[src/rtl/numeric_entry_ctrl.sv]
// Multi-digit decimal entry from PS/2 make/break events, with press-lock, backspace and clear,
// plus BCD-to-binary conversion and range check on Enter. Optional idle auto-clear: ENTRY_TIMEOUT_EN.
module numeric_entry_ctrl #(
    parameter int NUM_DIGITS     = 2,
    parameter int VALUE_W        = 7,
    parameter int MIN_VALUE      = 1,
    parameter int MAX_VALUE      = 25,
    parameter int FULL_MODE      = 0,
    parameter int TIMEOUT_CYCLES = 500000000
) (
    input  logic                              clk,
    input  logic                              rst_n,
    input  logic                              key_valid,
    input  logic [8:0]                        key_code,
    input  logic                              key_make,
    output logic [4*NUM_DIGITS-1:0]           entry_bcd,
    output logic [$clog2(NUM_DIGITS+1)-1:0]   digit_count,
    output logic                              busy,
    output logic [VALUE_W-1:0]                value_out,
    output logic                              value_valid,
    output logic                              value_err
);

    localparam int EW = 4 * NUM_DIGITS;
    localparam int CW = $clog2(NUM_DIGITS + 1);
    localparam int AW = VALUE_W + 4;
    localparam logic [CW-1:0] FULL_CNT = CW'(NUM_DIGITS);
    localparam logic [AW-1:0] MIN_A    = AW'(MIN_VALUE);
    localparam logic [AW-1:0] MAX_A    = AW'(MAX_VALUE);

    if (NUM_DIGITS < 1 || NUM_DIGITS > 8) begin : g_bad_digits
        $error("NUM_DIGITS must be in 1..8");
    end
    if (TIMEOUT_CYCLES < 2) begin : g_bad_timeout
        $error("TIMEOUT_CYCLES must be at least 2");
    end

    typedef enum logic [1:0] {
        IDLE    = 2'd0,
        CONVERT = 2'd1,
        CHECK   = 2'd2
    } state_t;

    typedef enum logic [2:0] {
        K_NONE  = 3'd0,
        K_DIGIT = 3'd1,
        K_ENTER = 3'd2,
        K_BS    = 3'd3,
        K_ESC   = 3'd4
    } key_kind_t;

    state_t          state;
    key_kind_t       key_kind;
    logic [3:0]      key_digit;
    logic            locked;
    logic [8:0]      lock_code;
    logic            accept;
    logic [EW-1:0]   shift_in;
    logic [EW-1:0]   conv_sr;
    logic [CW-1:0]   conv_cnt;
    logic [AW-1:0]   acc;
    logic [AW-1:0]   acc_next;

`ifdef ENTRY_TIMEOUT_EN
    localparam int TW = $clog2(TIMEOUT_CYCLES + 1);
    localparam logic [TW-1:0] TO_LAST = TW'(TIMEOUT_CYCLES - 1);
    logic [TW-1:0]   idle_cnt;
`endif

    always_comb begin
        key_kind  = K_NONE;
        key_digit = 4'd0;
        case (key_code)
            9'h045, 9'h070: begin key_kind = K_DIGIT; key_digit = 4'd0; end
            9'h016, 9'h069: begin key_kind = K_DIGIT; key_digit = 4'd1; end
            9'h01E, 9'h072: begin key_kind = K_DIGIT; key_digit = 4'd2; end
            9'h026, 9'h07A: begin key_kind = K_DIGIT; key_digit = 4'd3; end
            9'h025, 9'h06B: begin key_kind = K_DIGIT; key_digit = 4'd4; end
            9'h02E, 9'h073: begin key_kind = K_DIGIT; key_digit = 4'd5; end
            9'h036, 9'h074: begin key_kind = K_DIGIT; key_digit = 4'd6; end
            9'h03D, 9'h06C: begin key_kind = K_DIGIT; key_digit = 4'd7; end
            9'h03E, 9'h075: begin key_kind = K_DIGIT; key_digit = 4'd8; end
            9'h046, 9'h07D: begin key_kind = K_DIGIT; key_digit = 4'd9; end
            9'h05A, 9'h15A: key_kind = K_ENTER;
            9'h066:         key_kind = K_BS;
            9'h076:         key_kind = K_ESC;
            default:        key_kind = K_NONE;
        endcase
    end

    // Only recognised makes in IDLE take the lock; everything else leaves it untouched.
    assign accept   = key_valid && key_make && !locked && (key_kind != K_NONE) && (state == IDLE);
    assign shift_in = (entry_bcd << 4) | EW'(key_digit);
    // Most significant nibble first; unused upper nibbles are zero and contribute nothing.
    assign acc_next = acc * AW'(10) + AW'(conv_sr[EW-1 -: 4]);

    always_ff @(posedge clk) begin
        if (!rst_n) begin
            state       <= IDLE;
            entry_bcd   <= '0;
            digit_count <= '0;
            busy        <= 1'b0;
            value_out   <= '0;
            value_valid <= 1'b0;
            value_err   <= 1'b0;
            locked      <= 1'b0;
            lock_code   <= '0;
            conv_sr     <= '0;
            conv_cnt    <= '0;
            acc         <= '0;
`ifdef ENTRY_TIMEOUT_EN
            idle_cnt    <= '0;
`endif
        end else begin
            value_valid <= 1'b0;
            value_err   <= 1'b0;

            if (key_valid && !key_make && locked && (key_code == lock_code))
                locked <= 1'b0;

            case (state)
                IDLE: begin
                    if (accept) begin
                        locked    <= 1'b1;
                        lock_code <= key_code;
                        case (key_kind)
                            K_DIGIT: begin
                                if (digit_count != FULL_CNT) begin
                                    entry_bcd   <= shift_in;
                                    digit_count <= digit_count + CW'(1);
                                end else if (FULL_MODE != 0) begin
                                    entry_bcd   <= shift_in;
                                end
                            end
                            K_BS: begin
                                if (digit_count != '0) begin
                                    entry_bcd   <= entry_bcd >> 4;
                                    digit_count <= digit_count - CW'(1);
                                end
                            end
                            K_ESC: begin
                                entry_bcd   <= '0;
                                digit_count <= '0;
                            end
                            K_ENTER: begin
                                if (digit_count == '0) begin
                                    value_err <= 1'b1;
                                end else begin
                                    state    <= CONVERT;
                                    busy     <= 1'b1;
                                    acc      <= '0;
                                    conv_sr  <= entry_bcd;
                                    conv_cnt <= FULL_CNT - CW'(1);
                                end
                            end
                            default: ;
                        endcase
                    end
`ifdef ENTRY_TIMEOUT_EN
                    if (accept) begin
                        idle_cnt <= '0;
                    end else if (digit_count != '0) begin
                        if (idle_cnt == TO_LAST) begin
                            entry_bcd   <= '0;
                            digit_count <= '0;
                            idle_cnt    <= '0;
                        end else begin
                            idle_cnt <= idle_cnt + TW'(1);
                        end
                    end
`endif
                end

                CONVERT: begin
                    acc     <= acc_next;
                    conv_sr <= conv_sr << 4;
                    if (conv_cnt == '0)
                        state <= CHECK;
                    else
                        conv_cnt <= conv_cnt - CW'(1);
`ifdef ENTRY_TIMEOUT_EN
                    idle_cnt <= '0;
`endif
                end

                CHECK: begin
                    busy  <= 1'b0;
                    state <= IDLE;
                    if ((acc >= MIN_A) && (acc <= MAX_A)) begin
                        value_out   <= acc[VALUE_W-1:0];
                        value_valid <= 1'b1;
                        entry_bcd   <= '0;
                        digit_count <= '0;
                    end else begin
                        value_err <= 1'b1;
                    end
`ifdef ENTRY_TIMEOUT_EN
                    idle_cnt <= '0;
`endif
                end

                default: begin
                    state <= IDLE;
                    busy  <= 1'b0;
                end
            endcase
        end
    end

endmodule

[config.mk]
export PLATFORM = sky130hd
export DESIGN_NAME = numeric_entry_ctrl
export DESIGN_NICKNAME = d
export VERILOG_FILES = /design/src/rtl/numeric_entry_ctrl.sv
export SDC_FILE = /design/constraint.sdc
export NUM_CORES = 1
export LEC_CHECK = 0
export CAP_MARGIN = 10
export CORE_AREA = 2 2 95 97
export DETAILED_ROUTE_END_ITERATION = 8
export DIE_AREA = 0 0 97 99
export PLACE_DENSITY = 0.67
export SYNTH_ARGS = -nofsm -noshare
export SYNTH_HDL_FRONTEND = slang
export SYNTH_SLANG_ARGS = --single-unit
[constraint.sdc]
create_clock -name clk -period 2.8 [get_ports clk]
set_input_delay 0.28 -clock clk [delete_from_list [all_inputs] [get_ports clk]]
set_output_delay 0.28 -clock clk [all_outputs]
set_load 0.01 [all_outputs]
==> flow_summary.ini, run 1 <==
[drt]
postRouteAntennaNets = 0
vias_per_cell = 5.39
wl_per_cell_um = 13.7
drt_first_pass_iters = 4
drt_iter0_markers = 160
routed_wl_mm = 7.82
drc = 0
vias = 3088

[synth]
ys_types = 66
synthArstFlopShare_pct = 0
ys_warn_count = 0
seq_area_frac_synth_pct = 31.4
post-synth-top-count-cell = dfxtp_1
syn_area_um2 = 3380
ys_ff_latch = 53
synth.avg_cell_area_um2 = 8.53
ys.flop_type = dfxtp_1
synth_nets = 428
synth_top_cell_by_area = dfxtp_1
yosys-top-cells-count = 53 x dfxtp_1, 44 x nor2_1, 43 x nand2_1
synth-edff-count = 0
yosys.area.top_type_share_pct = 31.4
syn_inst = 396
synthTopCellsByArea = dfxtp_1 31%, mux2i_1 7.7%, ha_1 6.3%, xnor2_1 4.9%, nor2_1 4.9%

[sta]
whs_ps = 449
fmax_mhz = 366
worst_pin_slew_ps = 567
final.min_clock_period_ps = 2730
relSlewSlack_pct = 61.8
setup_violations = 0
fin_worst_skew_ps = 11.4
period_share_pct = 97.5
final-max-slew-violation-count = 0
hold_viol = 0

[setup_path]
required_ps = 3050
cp-end-kind = register
start_kind = input pin
worstSetupPathType = input pin to register
startpoint = key_code[8]
cp_max_fo = 6
r2r-start = acc[2]
arrival_ps = 2980

[cells_and_area]
instances_no_fill = 573
area_growth_pct = 26.4
num-nets-final = 496
drive_gt1_share_pct = 16.1
diodes = 0

[global_route]
grt_pass1_wl_mm = 13.5
grt_max_degree = 23
antenna_found_initial = 0
first_global_vias = 2916
grt.total_usage_pct = 16.5
gr-total-overflow = 0

[hold_path]
hp-class = register to register
hp-start = lock_code[7]

[cts]
cts_buffer_depth = 2
cts_tree = built
post_cts_buffers = 0
cts_root_buffer = clkbuf_8
clock_latency_ps = 320
clk_pin_slew_ps = 110
cts.sinks = 53
cts_buffers = 5
htree_num_levels = 2

[placement]
dp_hpwl_mm = 5.99
gp_congestion = 0.860
portBuffers = 32
dp.cells = 565

[floorplan]
rows = 34
ios = 33
die_w_um = 97
core_um2 = 8550
start_util_pct = 39.5
dieArea_um2 = 9600
die_height_um = 99

[outcome]
status = completed

[power]
ir_worst_vdd_v = 0.000284
p_leak_nw = 1.64
p_per_area_nw_per_um2 = 327

[flow_run]
cap_violations = 0
cell type report:
type | count | area, um2
clock buffer | 5 | 68.8
clock inverter | 3 | 26.3
fill | 792 | 4280
inverter | 12 | 45.0
multi-input combinational | 306 | 2180
sequential | 53 | 1060
tap | 108 | 135
timing repair buffer | 86 | 751
registers in the layout, indices dropped and copies added (netlist names):
name	count
acc	11
busy	1
conv_cnt	2
conv_sr	8
digit_count	2
entry_bcd	8
lock_code	9
locked	1
state	2
value_err	1
value_out	7
value_valid	1
critical path: stages:
cell and delay (ps):
clkdlybuf4s50_1 420, or4b_1 610, or4_4 540, o211ai_2 70, nand3b_4 150, nor3_2 80, a221oi_4 390, buf_4 230
mux2i_1 200
logic make-up after synthesis:
| group | synth area share, % |
|---|---|
| multiplexers | 8.48 |
| XOR/XNOR | 5.96 |
| adder cells (fa/ha/maj) | 7.48 |
| buffers and inverters | 4.59 |
| AND/OR/NAND/NOR | 25.6 |
| AO/OA/AOI/OAI | 16.4 |
| flip-flops | 31.4 |
stage by stage:
stage	power, W	setup TNS, ps	utilization, %	cell area, um2	setup WS [ps]
after global routing	0.00145	-9.44	49.9	4270	-9.44
after floorplan	0.000865	0	-	3380	185
after global placement	0.000940	-3780	48.6	4150	-253
after CTS	0.00140	0	49.7	4250	14.8
after detailed placement	0.000942	-4730	48.6	4150	-320
final	0.00139	0	49.9	4270	69.7
power by group:
part / switching [W] / leakage (nW) / internal, W
Clock: 0.000281 / 0.0495 / 0.000186
Sequential: 0.00000432 / 0.427 / 0.000756
Combinational: 0.0000854 / 1.16 / 0.0000810
Total: 0.000371 / 1.64 / 0.00102
path summary, 6_finish.rpt:
check	endpoint	slack (ps)	depth (start not counted)
hold / removal	lock_code[7]	450	2
setup reg to reg	acc[9]	200	10
setup / recovery	entry_bcd[0]	70	9
hold reg to reg	lock_code[7]	450	2
repair_timing:
item	in CTS	in global routing
endpoints found under the setup margin	0	9
endpoints found under the hold margin	0	0
hold buffers	0	0
resized for setup	0	3
cell usage in the layout (no fill, tap or decap), types with 7 or more instances in the layout:
| cell type | count |
|---|---|
| nor2_1 | 44 |
| nor2b_1 | 8 |
| mux2i_1 | 26 |
| dfxtp_1 | 53 |
| nand4_1 | 8 |
| xnor2_1 | 19 |
| ha_1 | 17 |
| a22oi_1 | 13 |
| a21oi_1 | 18 |
| buf_4 | 52 |
| nor3_1 | 7 |
| nand2_1 | 43 |
| clkdlybuf4s50_1 | 32 |
| inv_1 | 12 |
metal layers:
layer,track usage (%),routed length [um],part of all wire [%]
met1,22.8,3830,49
met2,27.9,3710,47
met3,1.77,198,2.5
met4,3.90,84,1.1
met5,0,0,0
(Power assumes the default switching activity.)
==> inputs of run 2 (changes only) <==
Settings changed: MAX_ROUTING_LAYER from default to met4.
==> run 2 against run 1 <==
Net effect: wire length grew 2.6%; via count grew 0.62%; die area is the same; sequential share of layout area shrank 0.087 points; utilization grew 0.18 points; design area grew 0.35%; sequential power is essentially flat; non-clock buffer count grew 3; flip-flop and latch count is the same; register-to-register slack is essentially flat; hold slack gained 3.3 ps; largest cell class unchanged; largest power group unchanged; highest routed layer unchanged.
==> flow_summary.ini, run 2 (same netlist as run 1, synthesis figures left out) <==
[placement]
portBuffers = 32
place_area_um2 = 4170
gp_congestion = 0.868
dp_hpwl_mm = 6.15
dp_slack_ps = -304

[setup_path]
cp-end-kind = register
start_kind = input pin
required_ps = 3030
cp_max_fo = 10
r2r_setup_slack_ps = 200
worstSetupPathType = input pin to register
arrival_ps = 2920

[cells_and_area]
largest_register_ffs = 11
final_common_cell = buf_4
drive_gt1_share_pct = 16.9
reg.largest.list = acc (11), lock_code (9)
final_area_um2 = 4290
final_util_pct = 50.1
area_growth_pct = 26.9
mostFrequentLayoutCells = 55 x buf_4, 53 x dfxtp_1, 44 x nor2_1, 43 x nand2_1, 32 x clkdlybuf4s50_1
top_register = acc
diodes = 0
num-nets-final = 499

[cts]
hold_buffers = 0
htree_num_levels = 2
clock_latency_ps = 320
cts_root_buffer = clkbuf_8
cts.sinks = 53
cts_buffer_depth = 2
clk_pin_slew_ps = 100
cts_tree = built
cts_buffers = 5

[sta]
fmax_mhz = 373
fin_worst_skew_ps = 11.7
final-max-slew-violation-count = 0
setup_violations = 0
final.min_clock_period_ps = 2680
whs_ps = 453
hold_viol = 0
rsz0062_at_grt = true
worst_pin_slew_ps = 590
period_share_pct = 95.8
layout_setup_ws_ps = 116
relSlewSlack_pct = 60.3

[flow_run]
cap_violations = 0

[drt]
vias = 3107
vias_per_cell = 5.39
routed_wl_mm = 8.03
wl_per_cell_um = 13.9
drc = 0
drt_first_pass_iters = 4
postRouteAntennaNets = 0
drt_iter0_markers = 130

[floorplan]
start_util_pct = 39.5
rows = 34
core_um2 = 8550
dieArea_um2 = 9600
die_w_um = 97
ios = 33
die_height_um = 99

[power]
ir_worst_vdd_v = 0.000248
p_leak_nw = 1.65
p_per_area_nw_per_um2 = 324

[global_route]
grt.total_usage_pct = 17.4
grt_max_degree = 23
gr-total-overflow = 0
first_global_vias = 2965
grt_pass1_wl_mm = 13.8
antenna_found_initial = 0

[hold_path]
hp-class = register to register

[outcome]
status = completed
## run 2: cell types whose count changed in the layout (fill, tap and decap cells not counted), sizes merged
| cell | change |
|---|---|
| buf | +3 |
| clkinv | +1 |
| clkinvlp | +1 |
| inv | -2 |
## run 2: critical path, stage by stage
cell and delay, ps:
clkdlybuf4s50_1 420, or4b_4 580, or4_4 530, o211ai_2 80, nand3b_4 160, nor3_2 70
a2111oi_4 410, buf_12 190, mux2i_1 200
## run 2: area by class of cell
type / instances / area (um2)
Clock inverter: 3 / 25.0
Sequential cell: 53 / 1060
Tap cell: 108 / 135
Multi-Input combinational cell: 306 / 2180
Clock buffer: 5 / 68.8
Fill cell: 815 / 4270
Inverter: 12 / 45.0
Timing Repair Buffer: 89 / 773
## run 2: metrics by stage
stage                     std cells  power [W]  setup TNS [ps]
final                           576    0.00139               0
after global routing            576    0.00145           -35.1
after CTS                       575    0.00139               0
after detailed placement        567   0.000945           -4610
after global placement          567   0.000944           -3270
after floorplan                 396   0.000865               0
## run 2: where the power goes
part | switching [W] | internal (W) | leakage (nW) | total, W
clock | 0.000277 | 0.000181 | 0.0447 | 0.000459
sequential | 0.00000434 | 0.000756 | 0.427 | 0.000761
combinational | 0.0000854 | 0.0000837 | 1.18 | 0.000169
## run 2: worst paths after layout
path                  end         start  depth (start not counted)
max          lock_code[4]   key_code[8]                          9
min          lock_code[7]  lock_code[7]                          2
max reg2reg  entry_bcd[6]        acc[7]                          7
min reg2reg  lock_code[7]  lock_code[7]                          2
## run 2: routing by layer
| metal | vias to the layer above | track usage (%) | wire length [um] |
|---|---|---|---|
| met5 | - | - | 0 |
| met3 | 5 | 1.70 | 167 |
| met1 | 1485 | 23.6 | 3960 |
| met4 | 0 | 3.47 | 48 |
| li1 | 1568 | - | - |
| met2 | 49 | 28.6 | 3850 |
## run 2: timing repair
item,4_1_cts,5_1_grt
endpoints found under the setup margin,0,17
gates resized for setup,0,4
setup buffers,0,1
==> inputs of run 3 (changes only) <==
Settings changed: PLACE_DENSITY 0.67 to 0.65.
Clock period 2.8 ns to 2.74 ns, I/O delays scaled along.
==> run 3 against run 2 <==
Net effect: flip-flop and latch count did not move; first-iteration DRC count fell by 19%; final cell count rose by 0.35%; non-clock buffer count rose by 2; clock skew rose by 0.92 ps; critical endpoint is now entry_bcd[2]; clock power rose by 0.9%.
==> flow_summary.ini, run 3 (same netlist as run 1, synthesis figures left out) <==
[power]
pwr-share-comb_pct = 12.3
seq_power_share_pct = 54.9
p_sw_w = 0.000371
ir_worst_vdd_v = 0.000202
p_per_area_nw_per_um2 = 327
p_int_w = 0.00104
swShare_pct = 26.2
pwr-share-clk_pct = 32.7
p_leak_nw = 1.66

[global_route]
grt_pass1_wl_mm = 14.2
grt_max_degree = 29
first_global_vias = 3072
gr-total-overflow = 0
grt.total_usage_pct = 18.0
antenna_found_initial = 0

[cts]
cts_buffers = 5
cts_tree = built
cts_buffer_depth = 2
cts_root_buffer = clkbuf_8
hold_buffers = 0
clk_pin_slew_ps = 110
htree_num_levels = 2
cts.sinks = 53
clock_latency_ps = 310

[cells_and_area]
final_common_cell = buf_4
diodes = 0
final_area_um2 = 4320
largest_register_ffs = 11
mostFrequentLayoutCells = 57 x buf_4, 52 x dfxtp_1, 44 x nor2_1, 43 x nand2_1, 32 x clkdlybuf4s50_1
n_fill_cell = 808
area_growth_pct = 27.9
instances_no_fill = 578
reg.largest.list = acc (11), lock_code (9)
top_register = acc
num-nets-final = 501
drive_gt1_share_pct = 17.7

[drt]
drt_iter0_markers = 105
vias = 3138
wl_met3_um = 271
wl_per_cell_um = 14.0
routed_wl_mm = 8.11
top_layer = met4
vias_per_cell = 5.43
postRouteAntennaNets = 0
drt_first_pass_iters = 5
wl_met2_mm = 3.83
wl_met1_mm = 3.92
drc = 0

[sta]
relSlewSlack_pct = 58.2
worst_pin_slew_ps = 621
rsz0062_at_grt = true
final-max-slew-violation-count = 0
finalSetupTns_ps = 0
final.min_clock_period_ps = 2660
whs_ps = 456
hold_viol = 0
setup_violations = 0
fin_worst_skew_ps = 12.6
fmax_mhz = 376
period_share_pct = 97.1

[setup_path]
worstSetupEndpoint = entry_bcd[2]
crit_family = simple AND/OR/NAND/NOR gates
startpoint = key_code[8]
rr_endpoint = entry_bcd[2]
path_depth = 9
r2r-start = acc[7]
arrival_ps = 2870
slowest_delay_ps = 570
slowest_stage = or4b_4
crit_chain = clkdlybuf4s50_1, or4b_4, or4_4, o211ai_2, nand3b_4, nor3_2, a221oi_4, buf_4, mux2_4
required_ps = 2950
cp_max_fo = 4
worstSetupPathType = input pin to register
r2r_setup_slack_ps = 190
cp-end-kind = register
start_kind = input pin
worst-path-buf-inv = 2
ff2ff_path_depth = 7

[floorplan]
core_um2 = 8550
dieArea_um2 = 9600
start_util_pct = 39.5
rows = 34
ios = 33
die_height_um = 99
die_w_um = 97

[placement]
dp_hpwl_mm = 6.31
dp.cells = 569
portBuffers = 32
place_area_um2 = 4180
gp_congestion = 0.915

[hold_path]
hp-start = lock_code[7]
hp-class = register to register

[flow_run]
cap_violations = 0

[outcome]
status = completed
## run 3: stage by stage
step                worst slack [ps]  util [%]  total power (W)
global route                   -7.18      50.5          0.00148
CTS                             7.57      50.0          0.00142
finish                          79.2      50.5          0.00141
detailed placement              -318      48.9         0.000965
global placement                -278      48.9         0.000965
floorplan                        131         -         0.000884
## run 3: how the worst min path moves through the flow
stage	slack, ps	endpoint	depth (start not counted)
global route	490	lock_code[4]	2
finish	460	lock_code[7]	2
detailed placement	450	lock_code[7]	2
CTS	460	lock_code[7]	2
floorplan	420	lock_code[8]	2
global placement	440	lock_code[7]	2
## run 3: area by class of cell
type                            count  area [um2]  share of cell area (%)
Multi-Input combinational cell    306        2190                    50.8
Inverter                           12        45.0                    1.04
Timing Repair Buffer               91         788                    18.2
Clock inverter                      3        26.3                   0.608
Sequential cell                    53        1060                    24.6
Tap cell                          108         135                    3.13
Clock buffer                        5        68.8                    1.59
## run 3: metal layers
layer	vias to the layer above	track usage, %
met5	-	-
met4	0	5.63
met3	6	2.13
met2	85	28.7
met1	1473	23.9
li1	1574	-
## run 3: timing repair
action,CTS,global route
hold endpoints to repair,0,0
setup buffers,0,1
endpoints found under the setup margin,0,15
gates resized for setup,0,7
## run 3: power by group through the flow
stage                     Combinational [W]  Sequential [W]  Clock, W
after floorplan                   0.0000900        0.000794         0
after global routing               0.000190        0.000778  0.000512
final                              0.000175        0.000777  0.000463
after CTS                          0.000171        0.000777  0.000474
after global placement             0.000170        0.000795         0
after detailed placement           0.000171        0.000795         0
## run 3: worst min-delay path, delay by kind of cell (launching register included)
| family | cells | cell delay, ps |
|---|---|---|
| flops | 1 | 330 |
| simple gates | 2 | 90 |
